**config.mk**
```make
export PLATFORM = sky130hd
export DESIGN_NAME = axi4_lite_cmd_master_flat
export DESIGN_NICKNAME = d
export VERILOG_FILES = /design/src/rtl/axi4_lite_cmd_master_if.sv /design/src/rtl/axi4_lite_cmd_master.sv /design/src/flat_wrapper.sv
export SDC_FILE = /design/constraint.sdc
export NUM_CORES = 1
export LEC_CHECK = 0
export BUFFER_PORTS_ARGS = -buffer_cell sky130_fd_sc_hd__buf_2
export CAP_MARGIN = 20
export CELL_PAD_IN_SITES_DETAIL_PLACEMENT = 1
export CELL_PAD_IN_SITES_GLOBAL_PLACEMENT = 1
export CORE_ASPECT_RATIO = 0.6
export CORE_MARGIN = 3
export CORE_UTILIZATION = 36
export DETAILED_ROUTE_END_ITERATION = 8
export PLACE_DENSITY = 0.86
export SYNTH_ARGS = -nofsm -noshare
export SYNTH_HDL_FRONTEND = slang
export SYNTH_SLANG_ARGS = --single-unit
export TNS_END_PERCENT = 5
```
**constraint.sdc**
```tcl
create_clock -name clk_i -period 4.22 [get_ports clk_i]
set_input_delay 0.844 -clock clk_i [delete_from_list [all_inputs] [get_ports clk_i]]
set_output_delay 0.844 -clock clk_i [all_outputs]
set_load 0.05 [all_outputs]
```
**src/rtl/axi4_lite_cmd_master_if.sv**
```systemverilog
// AXI4-Lite bus bundle shared by the command master and its slave.
// The master modport drives requests; the slave modport answers them.
interface axi4_lite_if #(
  parameter int ADDR_W = 32
);
  logic              awvalid;
  logic              awready;
  logic [ADDR_W-1:0] awaddr;
  logic [2:0]        awprot;
  logic              wvalid;
  logic              wready;
  logic [31:0]       wdata;
  logic [3:0]        wstrb;
  logic              bvalid;
  logic              bready;
  logic [1:0]        bresp;
  logic              arvalid;
  logic              arready;
  logic [ADDR_W-1:0] araddr;
  logic [2:0]        arprot;
  logic              rvalid;
  logic              rready;
  logic [31:0]       rdata;
  logic [1:0]        rresp;

  modport master (
    output awvalid, awaddr, awprot, wvalid, wdata, wstrb, bready,
    output arvalid, araddr, arprot, rready,
    input  awready, wready, bvalid, bresp, arready, rvalid, rdata, rresp
  );

  modport slave (
    input  awvalid, awaddr, awprot, wvalid, wdata, wstrb, bready,
    input  arvalid, araddr, arprot, rready,
    output awready, wready, bvalid, bresp, arready, rvalid, rdata, rresp
  );
endinterface

```
**src/rtl/axi4_lite_cmd_master.sv**
```systemverilog
// Single-outstanding AXI4-Lite master: turns one command into one AXI
// read or write and returns a one-cycle response, aborting stalled phases.
module axi4_lite_cmd_master #(
  parameter int ADDR_W  = 32,
  parameter int TIMEOUT = 1024
) (
  input  logic              clk_i,
  input  logic              rst_i,
  input  logic              cmd_valid_i,
  output logic              cmd_ready_o,
  input  logic              cmd_wr_i,
  input  logic [ADDR_W-1:0] cmd_addr_i,
  input  logic [31:0]       cmd_wdata_i,
  input  logic [3:0]        cmd_wstrb_i,
  output logic              rsp_valid_o,
  output logic [31:0]       rsp_rdata_o,
  output logic [1:0]        rsp_resp_o,
  output logic              rsp_timeout_o,
  axi4_lite_if.master       csr_o
);

  localparam int CNT_W = $clog2(TIMEOUT);
  localparam logic [CNT_W-1:0] CNT_LAST = CNT_W'(TIMEOUT - 1);

  typedef enum logic [2:0] {
    IDLE    = 3'd0,
    WR_REQ  = 3'd1,
    WR_RESP = 3'd2,
    RD_REQ  = 3'd3,
    RD_RESP = 3'd4,
    DONE    = 3'd5
  } state_t;

  state_t            state_r, state_nxt_s;
  logic [CNT_W-1:0]  cnt_r, cnt_nxt_s;
  logic [ADDR_W-1:0] addr_r;
  logic [31:0]       wdata_r;
  logic [3:0]        wstrb_r;
  logic              awvalid_r, wvalid_r, arvalid_r, bready_r, rready_r;
  logic              awvalid_nxt_s, wvalid_nxt_s, arvalid_nxt_s, bready_nxt_s, rready_nxt_s;
  logic              aw_done_r, w_done_r, aw_done_nxt_s, w_done_nxt_s;
  logic              cmd_ready_r;
  logic              rsp_valid_r, rsp_timeout_r;
  logic [31:0]       rsp_rdata_r;
  logic [1:0]        rsp_resp_r;
  logic              latch_cmd_s;
  logic              cap_en_s, cap_to_s;
  logic [31:0]       cap_rdata_s;
  logic [1:0]        cap_resp_s;
  logic              aw_hs_s, w_hs_s, b_hs_s, ar_hs_s, r_hs_s;
  logic              aw_all_s, w_all_s, timeout_s;

  assign aw_hs_s   = awvalid_r & csr_o.awready;
  assign w_hs_s    = wvalid_r & csr_o.wready;
  assign b_hs_s    = bready_r & csr_o.bvalid;
  assign ar_hs_s   = arvalid_r & csr_o.arready;
  assign r_hs_s    = rready_r & csr_o.rvalid;
  assign aw_all_s  = aw_done_r | aw_hs_s;
  assign w_all_s   = w_done_r | w_hs_s;
  assign timeout_s = (cnt_r == CNT_LAST);

  // Next state, next AXI handshake outputs and response capture.
  always_comb begin
    state_nxt_s   = state_r;
    awvalid_nxt_s = 1'b0;
    wvalid_nxt_s  = 1'b0;
    arvalid_nxt_s = 1'b0;
    bready_nxt_s  = 1'b0;
    rready_nxt_s  = 1'b0;
    aw_done_nxt_s = aw_done_r;
    w_done_nxt_s  = w_done_r;
    latch_cmd_s   = 1'b0;
    cap_en_s      = 1'b0;
    cap_to_s      = 1'b0;
    cap_rdata_s   = 32'h0000_0000;
    cap_resp_s    = 2'b00;
    case (state_r)
      IDLE: begin
        if (cmd_valid_i && cmd_ready_r) begin
          latch_cmd_s   = 1'b1;
          aw_done_nxt_s = 1'b0;
          w_done_nxt_s  = 1'b0;
          if (cmd_wr_i) begin
            state_nxt_s   = WR_REQ;
            awvalid_nxt_s = 1'b1;
            wvalid_nxt_s  = 1'b1;
          end else begin
            state_nxt_s   = RD_REQ;
            arvalid_nxt_s = 1'b1;
          end
        end else begin
          state_nxt_s = IDLE;
        end
      end
      WR_REQ: begin
        // A completing handshake beats a simultaneous timeout.
        if (aw_all_s && w_all_s) begin
          state_nxt_s  = WR_RESP;
          bready_nxt_s = 1'b1;
        end else if (timeout_s) begin
          state_nxt_s = DONE;
          cap_en_s    = 1'b1;
          cap_to_s    = 1'b1;
          cap_resp_s  = 2'b11;
        end else begin
          awvalid_nxt_s = awvalid_r & ~aw_hs_s;
          wvalid_nxt_s  = wvalid_r & ~w_hs_s;
          aw_done_nxt_s = aw_all_s;
          w_done_nxt_s  = w_all_s;
        end
      end
      WR_RESP: begin
        if (b_hs_s) begin
          state_nxt_s = DONE;
          cap_en_s    = 1'b1;
          cap_resp_s  = csr_o.bresp;
        end else if (timeout_s) begin
          state_nxt_s = DONE;
          cap_en_s    = 1'b1;
          cap_to_s    = 1'b1;
          cap_resp_s  = 2'b11;
        end else begin
          bready_nxt_s = 1'b1;
        end
      end
      RD_REQ: begin
        if (ar_hs_s) begin
          state_nxt_s  = RD_RESP;
          rready_nxt_s = 1'b1;
        end else if (timeout_s) begin
          state_nxt_s = DONE;
          cap_en_s    = 1'b1;
          cap_to_s    = 1'b1;
          cap_resp_s  = 2'b11;
        end else begin
          arvalid_nxt_s = 1'b1;
        end
      end
      RD_RESP: begin
        if (r_hs_s) begin
          state_nxt_s = DONE;
          cap_en_s    = 1'b1;
          cap_rdata_s = csr_o.rdata;
          cap_resp_s  = csr_o.rresp;
        end else if (timeout_s) begin
          state_nxt_s = DONE;
          cap_en_s    = 1'b1;
          cap_to_s    = 1'b1;
          cap_resp_s  = 2'b11;
        end else begin
          rready_nxt_s = 1'b1;
        end
      end
      DONE: begin
        state_nxt_s = IDLE;
      end
      default: begin
        state_nxt_s = IDLE;
      end
    endcase
  end

  // Phase counter: restarts on every state change, runs only in bus phases.
  always_comb begin
    if (state_nxt_s != state_r) begin
      cnt_nxt_s = {CNT_W{1'b0}};
    end else if (state_r inside {WR_REQ, WR_RESP, RD_REQ, RD_RESP}) begin
      cnt_nxt_s = cnt_r + CNT_W'(1'b1);
    end else begin
      cnt_nxt_s = {CNT_W{1'b0}};
    end
  end

  // State, counter and registered AXI handshake outputs.
  always_ff @(posedge clk_i or negedge rst_i) begin
    if (!rst_i) begin
      state_r     <= IDLE;
      cnt_r       <= {CNT_W{1'b0}};
      awvalid_r   <= 1'b0;
      wvalid_r    <= 1'b0;
      arvalid_r   <= 1'b0;
      bready_r    <= 1'b0;
      rready_r    <= 1'b0;
      aw_done_r   <= 1'b0;
      w_done_r    <= 1'b0;
      cmd_ready_r <= 1'b1;
    end else begin
      state_r     <= state_nxt_s;
      cnt_r       <= cnt_nxt_s;
      awvalid_r   <= awvalid_nxt_s;
      wvalid_r    <= wvalid_nxt_s;
      arvalid_r   <= arvalid_nxt_s;
      bready_r    <= bready_nxt_s;
      rready_r    <= rready_nxt_s;
      aw_done_r   <= aw_done_nxt_s;
      w_done_r    <= w_done_nxt_s;
      cmd_ready_r <= (state_nxt_s == IDLE);
    end
  end

  // Command fields held stable for the whole transaction.
  always_ff @(posedge clk_i or negedge rst_i) begin
    if (!rst_i) begin
      addr_r  <= {ADDR_W{1'b0}};
      wdata_r <= 32'h0000_0000;
      wstrb_r <= 4'h0;
    end else if (latch_cmd_s) begin
      addr_r  <= cmd_addr_i;
      wdata_r <= cmd_wdata_i;
      wstrb_r <= cmd_wstrb_i;
    end else begin
      addr_r  <= addr_r;
      wdata_r <= wdata_r;
      wstrb_r <= wstrb_r;
    end
  end

  // Response pulse; data and code persist until the next completion.
  always_ff @(posedge clk_i or negedge rst_i) begin
    if (!rst_i) begin
      rsp_valid_r   <= 1'b0;
      rsp_timeout_r <= 1'b0;
      rsp_rdata_r   <= 32'h0000_0000;
      rsp_resp_r    <= 2'b00;
    end else begin
      rsp_valid_r   <= (state_nxt_s == DONE);
      rsp_timeout_r <= (state_nxt_s == DONE) & cap_to_s;
      if (cap_en_s) begin
        rsp_rdata_r <= cap_rdata_s;
        rsp_resp_r  <= cap_resp_s;
      end else begin
        rsp_rdata_r <= rsp_rdata_r;
        rsp_resp_r  <= rsp_resp_r;
      end
    end
  end

  assign cmd_ready_o   = cmd_ready_r;
  assign rsp_valid_o   = rsp_valid_r;
  assign rsp_rdata_o   = rsp_rdata_r;
  assign rsp_resp_o    = rsp_resp_r;
  assign rsp_timeout_o = rsp_timeout_r;

  assign csr_o.awvalid = awvalid_r;
  assign csr_o.awaddr  = addr_r;
  assign csr_o.awprot  = 3'b000;
  assign csr_o.wvalid  = wvalid_r;
  assign csr_o.wdata   = wdata_r;
  assign csr_o.wstrb   = wstrb_r;
  assign csr_o.bready  = bready_r;
  assign csr_o.arvalid = arvalid_r;
  assign csr_o.araddr  = addr_r;
  assign csr_o.arprot  = 3'b000;
  assign csr_o.rready  = rready_r;

endmodule

```
**src/flat_wrapper.sv**
```systemverilog
// flat-port wrapper written by rule: the top's interface ports become plain ports
module axi4_lite_cmd_master_flat 
#(
  parameter int ADDR_W  = 32,
  parameter int TIMEOUT = 1024
)
  (clk_i, rst_i, cmd_valid_i, cmd_ready_o, cmd_wr_i, cmd_addr_i, cmd_wdata_i, cmd_wstrb_i, rsp_valid_o, rsp_rdata_o, rsp_resp_o, rsp_timeout_o, csr_o_awvalid, csr_o_awaddr, csr_o_awprot, csr_o_wvalid, csr_o_wdata, csr_o_wstrb, csr_o_bready, csr_o_arvalid, csr_o_araddr, csr_o_arprot, csr_o_rready, csr_o_awready, csr_o_wready, csr_o_bvalid, csr_o_bresp, csr_o_arready, csr_o_rvalid, csr_o_rdata, csr_o_rresp);
  axi4_lite_if #(.ADDR_W(ADDR_W)) csr_o_i ();
  input  logic clk_i;
  input  logic rst_i;
  input  logic cmd_valid_i;
  output logic cmd_ready_o;
  input  logic cmd_wr_i;
  input  logic [ADDR_W-1:0] cmd_addr_i;
  input  logic [31:0] cmd_wdata_i;
  input  logic [3:0] cmd_wstrb_i;
  output logic rsp_valid_o;
  output logic [31:0] rsp_rdata_o;
  output logic [1:0] rsp_resp_o;
  output logic rsp_timeout_o;
  output wire logic [$bits(csr_o_i.awvalid)-1:0] csr_o_awvalid;
  output wire logic [$bits(csr_o_i.awaddr)-1:0] csr_o_awaddr;
  output wire logic [$bits(csr_o_i.awprot)-1:0] csr_o_awprot;
  output wire logic [$bits(csr_o_i.wvalid)-1:0] csr_o_wvalid;
  output wire logic [$bits(csr_o_i.wdata)-1:0] csr_o_wdata;
  output wire logic [$bits(csr_o_i.wstrb)-1:0] csr_o_wstrb;
  output wire logic [$bits(csr_o_i.bready)-1:0] csr_o_bready;
  output wire logic [$bits(csr_o_i.arvalid)-1:0] csr_o_arvalid;
  output wire logic [$bits(csr_o_i.araddr)-1:0] csr_o_araddr;
  output wire logic [$bits(csr_o_i.arprot)-1:0] csr_o_arprot;
  output wire logic [$bits(csr_o_i.rready)-1:0] csr_o_rready;
  input wire logic [$bits(csr_o_i.awready)-1:0] csr_o_awready;
  input wire logic [$bits(csr_o_i.wready)-1:0] csr_o_wready;
  input wire logic [$bits(csr_o_i.bvalid)-1:0] csr_o_bvalid;
  input wire logic [$bits(csr_o_i.bresp)-1:0] csr_o_bresp;
  input wire logic [$bits(csr_o_i.arready)-1:0] csr_o_arready;
  input wire logic [$bits(csr_o_i.rvalid)-1:0] csr_o_rvalid;
  input wire logic [$bits(csr_o_i.rdata)-1:0] csr_o_rdata;
  input wire logic [$bits(csr_o_i.rresp)-1:0] csr_o_rresp;
  assign csr_o_awvalid = csr_o_i.awvalid;
  assign csr_o_awaddr = csr_o_i.awaddr;
  assign csr_o_awprot = csr_o_i.awprot;
  assign csr_o_wvalid = csr_o_i.wvalid;
  assign csr_o_wdata = csr_o_i.wdata;
  assign csr_o_wstrb = csr_o_i.wstrb;
  assign csr_o_bready = csr_o_i.bready;
  assign csr_o_arvalid = csr_o_i.arvalid;
  assign csr_o_araddr = csr_o_i.araddr;
  assign csr_o_arprot = csr_o_i.arprot;
  assign csr_o_rready = csr_o_i.rready;
  assign csr_o_i.awready = csr_o_awready;
  assign csr_o_i.wready = csr_o_wready;
  assign csr_o_i.bvalid = csr_o_bvalid;
  assign csr_o_i.bresp = csr_o_bresp;
  assign csr_o_i.arready = csr_o_arready;
  assign csr_o_i.rvalid = csr_o_rvalid;
  assign csr_o_i.rdata = csr_o_rdata;
  assign csr_o_i.rresp = csr_o_rresp;
  axi4_lite_cmd_master #(.ADDR_W(ADDR_W), .TIMEOUT(TIMEOUT)) u_core (.clk_i(clk_i), .rst_i(rst_i), .cmd_valid_i(cmd_valid_i), .cmd_ready_o(cmd_ready_o), .cmd_wr_i(cmd_wr_i), .cmd_addr_i(cmd_addr_i), .cmd_wdata_i(cmd_wdata_i), .cmd_wstrb_i(cmd_wstrb_i), .rsp_valid_o(rsp_valid_o), .rsp_rdata_o(rsp_rdata_o), .rsp_resp_o(rsp_resp_o), .rsp_timeout_o(rsp_timeout_o), .csr_o(csr_o_i));
endmodule
```
-- Yosys cells after proc, flatten, opt, wreduce, memory -nomap -nowiden
Cells that the tools add are included.
- bits in registers: 125
- bitwise logic cells: 12
- reductions and logical operators: 7
- add/sub/neg operators: 1
- eq/ne operators: 10
- muxes and demuxes: 55
- operators by type and width (operator ; count):
    32-bit two-way mux ; 2
    1-bit two-way mux ; 28
    10-bit two-way mux ; 2
    3-bit two-way mux ; 5
    3-bit case mux with 5 select lines ; 1
    2-bit two-way mux ; 7
    1-bit case mux with 2 select lines ; 7
    10-bit by 1-bit adder with 10-bit output, second input constant ; 1
    10-bit equality test, second input constant ; 1
    1-bit bitwise AND ; 8
    1-bit case mux with 4 select lines ; 2
    2-bit case mux with 4 select lines ; 1
    3-bit by 2-bit equality test with 1-bit output, second input constant ; 2
    3-bit equality test, second input constant ; 2
    3-bit logical NOT ; 2
    2-bit != test, second input constant ; 2
    4-bit AND reduction ; 1
    4-bit nonzero test ; 1
    3-bit by 1-bit equality test with 1-bit output, second input constant ; 1
    3-bit != test ; 1
    1-bit logical AND ; 2
    2-bit by 1-bit != test with 1-bit output, second input constant ; 1
    1-bit NOT ; 2
    1-bit bitwise OR ; 2
    2-bit nonzero test ; 1

-- Depth between registers and ports, before layout
- word-level depth: 7
- mapped depth: 8
- gate-level depth less buffers: 7

-- Worst setup path after synthesis
No wires, ideal clock.
- kind: input to register
- from: input port csr_o_wready
- to: register u_core.cnt_r[5]
- arrival: 2.352 ns
- stages on the path: 7
- path slack: 1.800 ns
- library setup time: 0.069 ns
- path through: a21oi_1 > o211a_2 > nor4_1 > or4b_1 > a2bb2o_1 > buf_6 > nor2_2
- longest elaborated chain between the ends: 7
- ends and longest elaborated chain (item ; RTL line ; RTL):
    start, declared ; flat_wrapper.sv:33 ; input wire logic [$bits(csr_o_i.wready)-1:0] csr_o_wready;
    1-bit bitwise AND ; axi4_lite_cmd_master.sv:54 ; assign w_hs_s = wvalid_r & csr_o.wready;
    1-bit bitwise OR ; axi4_lite_cmd_master.sv:59 ; assign w_all_s = w_done_r | w_hs_s;
    1-bit logical AND ; axi4_lite_cmd_master.sv:97 ; if (aw_all_s && w_all_s) begin
    3-bit two-way mux ; axi4_lite_cmd_master.sv:97 ;
    3-bit case mux with 5 select lines ; axi4_lite_cmd_master.sv:77 ; case (state_r)
    3-bit != test ; axi4_lite_cmd_master.sv:165 ; if (state_nxt_s != state_r) begin
    10-bit two-way mux ; axi4_lite_cmd_master.sv:165 ;
    via u_core.cnt_nxt_s[5] ; axi4_lite_cmd_master.sv:35 ; logic [CNT_W-1:0] cnt_r, cnt_nxt_s;
    end signal, assigned ; axi4_lite_cmd_master.sv:178 ; cnt_r <= {CNT_W{1'b0}};
    end signal, assigned ; axi4_lite_cmd_master.sv:189 ; cnt_r <= cnt_nxt_s;
    end, declared ; axi4_lite_cmd_master.sv:35 ;
The timed path passes the listed nets, and every way through them passes these cells.
A chain may end at the register's enable or synchronous reset.

-- Worst setup path after layout
- from: register u_core.state_r[1]
- to: register u_core.rsp_resp_r[1], in the netlist u_core.rsp_resp_o[1]
- longest elaborated chain between the ends: 2
- ends and longest elaborated chain (item ; RTL line ; RTL):
    start, declared ; axi4_lite_cmd_master.sv:34 ; state_t state_r, state_nxt_s;
    start signal, assigned ; axi4_lite_cmd_master.sv:188 ; state_r <= state_nxt_s;
    3-bit equality test, or another cell as far along ; axi4_lite_cmd_master.sv:77 ;
    2-bit case mux with 4 select lines / 1-bit case mux with 4 select lines (equally long branches) ; axi4_lite_cmd_master.sv:77 ;
    end signal, assigned ; axi4_lite_cmd_master.sv:230 ; rsp_resp_r <= cap_resp_s;
    end signal, assigned ; axi4_lite_cmd_master.sv:233 ; rsp_resp_r <= rsp_resp_r;
    end, declared ; axi4_lite_cmd_master.sv:45 ; logic [1:0] rsp_resp_r;
Parallel ways exist; a longest one is shown, timed or not.

==> flow_summary.ini <==
[timing]
fmax_mhz = 352
rsz0062_at_grt = false
tns_ns = 0
min_period_ns = 2.84
relSlewSlack_pct = 45.0
setup_viol = 0
fin_skew_ns = 0.0116
worst_pin_slew_ns = 0.822
hold_viol_final = 0
slew_viol_final = 0
period_share_pct = 67.4

[die]
rows = 33
ioPinCount = 261
die_height_um = 99.2
dieArea_sq_um = 16000
initial_core_util_pct = 37.5
fp.dieW_um = 161
core_area_sq_um = 13900

[route]
route.detailed.drc = 0
wl_um = 16000
route.met2.wl_um = 7780
highest_layer = met5
wl_met3_um = 1260
routedWlPerCell_um = 16.9
drtAntennaViolNets = 0
via_per_inst = 4.75
routedLengthMet1_um = 6710
first_pass_iters = 4
drt_iter0_drc = 174
vias = 4485

[clock_tree]
root_buffer = clkbuf_16
post_cts_resized = 0
clock_latency_ns = 0.40
htree_levels = 4
clock-sinks = 125
ctsHoldBuffers = 0
cts.reportedPaths.clkPinSlew_ns = 0.06
post_cts_buffers = 0
cts_buffers = 17
cts_tree = done
clockBufferDepth = 2

[synthesis]
yosysUniqueCellTypes = 48
synth_warnings = 0
synth-edff-count = 0
yosysSeqAreaShare_pct = 60.0
ys.flop_type = dfrtp_1
syn-cell-area_sq_um = 5210
synth_cells = 518
synth-async-reset-ratio_pct = 100
ys_ff_latch = 125
avgSynthCellArea_sq_um = 10.1

[placed_design]
dpl.hpwl_um = 11600
gp_congestion = 0.829
port-buffer-count = 254

[power]
p_leak_nw = 4.01
powerDensity_nw_per_um2 = 916
vdd_ir_drop_max_v = 0.000472
power_mw = 6.46

[setup_path]
start_kind = register
path_cells = or3b_4 > nor2_4 > nor4_1 > o21ai_1 > a21oi_2 > buf_4 > mux2_2
critPathCaptureType = register
cp_max_fo = 36
cp_top_family = simple AND/OR/NAND/NOR gates
worstSetupPathType = register to register
worst_path_max_delay_cell = nor2_4
cp.required_ns = 4.50
cp_num_buf_inv = 1
slowest_delay_ns = 0.66
arrival_ns = 3.13

[finish]
antenna_cells = 0
mostFrequentLayoutCells = buf_2 (253), nand2_1 (220), dfrtp_1 (124)
drive_above_1_share_pct = 42.3
layout_commonest_cell = buf_2
syn2layout_area_growth_pct = 35.3
final_nets = 853

[global_routing]
overflow = 0
antenna_found_initial = 2
grt_pass1_wl_um = 24900
first_global_vias = 4770
grt_max_degree = 93
track_usage_pct = 19.5

[worst_hold_path]
min_path_type = primary input to async pin

[flow_run]
timing.max_cap.violations = 0

[outcome]
outcome = finished clean
-- sequential cells by signal (all words and copies together) (netlist names) --
register	cells
u_core.aw_done_r	1
u_core.cmd_ready_o	1
u_core.cnt_r	10
u_core.csr_o.araddr	32
u_core.csr_o.arvalid	1
u_core.csr_o.awvalid	1
u_core.csr_o.bready	1
u_core.csr_o.rready	1
u_core.csr_o.wdata	32
u_core.csr_o.wstrb	4
u_core.csr_o.wvalid	1
u_core.rsp_rdata_o	32
u_core.rsp_resp_o	2
u_core.rsp_timeout_o	1
u_core.rsp_valid_o	1
u_core.state_r	3
u_core.w_done_r	1
-- cell usage after synthesis, types with 2 or more instances --
master    instances  area share (%)
a21oi_2           2            0.34
mux2_2            2            0.43
or2_2             2            0.24
xnor2_1           3            0.50
nand3_1           4            0.38
a22o_1           32             5.4
buf_4            38             5.5
nand2_1         220              16
xor2_1            5            0.84
dfrtp_1         124              60
or3b_4            2            0.43
o21ai_0           5            0.48
a21oi_1           5            0.48
buf_6             3            0.65
nand2b_1          2            0.24
o211ai_1          3            0.43
inv_1             3            0.22
buf_2             3            0.29
clkbuf_1         17             1.2
nor2_2           10             1.2
a221o_1           2            0.38
nor2_1            3            0.22
nor3_1            3            0.29
-- cells by family after synthesis --
| family | Yosys count | synth area share (%) |
|---|---|---|
| other | 1 | 0.0719 |
| buffers and inverters | 65 | 7.92 |
| adders and majority gates | 1 | 0.240 |
| and+or+nand+nor | 259 | 21.0 |
| DFF | 125 | 60.0 |
| muxes | 2 | 0.432 |
| xor gates and xnor gates | 8 | 1.34 |
| AOI/OAI and AO/OA | 57 | 8.95 |
-- routing by layer --
| metal | track usage [%] | up-vias |
|---|---|---|
| li1 | - | 2087 |
| met1 | 23.7 | 2190 |
| met2 | 33.4 | 184 |
| met3 | 6.82 | 20 |
| met4 | 5.49 | 4 |
| met5 | 0 | - |
-- stage by stage --
step | util [%] | instances | hold WS [ns] | instance area, sq um | setup slack [ns]
finish | 50.7 | 944 | 0.404 | 7050 | 1.38
global route | 50.7 | 944 | 0.427 | 7050 | 1.23
CTS | 50.5 | 943 | 0.475 | 7030 | 1.40
detailed placement | 45.9 | 911 | 0.461 | 6380 | 1.19
global placement | 45.9 | 911 | 0.452 | 6380 | 1.29
floorplan | - | 523 | 0.451 | 5230 | 1.80
-- worst reg2reg max path: stages (launching register included) --
cell and delay [ns]:
dfrtp_1 0.50, or3b_4 0.49, nor2_4 0.67, nor4_1 0.14, o21ai_1 0.18, a21oi_2 0.18
buf_4 0.27, mux2_2 0.29
-- layout make-up --
cell class	instances	area [sq um]
fill	1634	6860
sequential	125	3130
multi-input combinational	333	1700
timing repair buffer	259	1330
clock buffer	20	457
tap	192	240
clock inverter	12	186
inverter	3	11.3
-- report_power, final --
| part | total (mW) | internal [mW] | switching (mW) |
|---|---|---|---|
| Combinational | 3.05 | 0.627 | 2.42 |
| Sequential | 1.84 | 1.57 | 0.268 |
| Clock | 1.57 | 1.03 | 0.546 |
| Total | 6.46 | 3.22 | 3.24 |
-- path summary, 6_finish.rpt --
kind / start / end / slack (ns) / cells after the start
min in group clk_i: u_core.csr_o.wdata[6] / u_core.csr_o.wdata[6] / 0.47 / 2
worst max-delay path: u_core.state_r[1] / u_core.rsp_resp_o[1] / 1.38 / 7
worst min-delay path: rst_i / u_core.csr_o.araddr[21] / 0.40 / 1
max in group asynchronous: rst_i / u_core.csr_o.wdata[11] / 2.64 / 3
worst min register to register: u_core.csr_o.wdata[6] / u_core.csr_o.wdata[6] / 0.47 / 2
worst max register to register: u_core.state_r[1] / u_core.rsp_resp_o[1] / 1.38 / 7
Power figures use the tool's default switching activity.
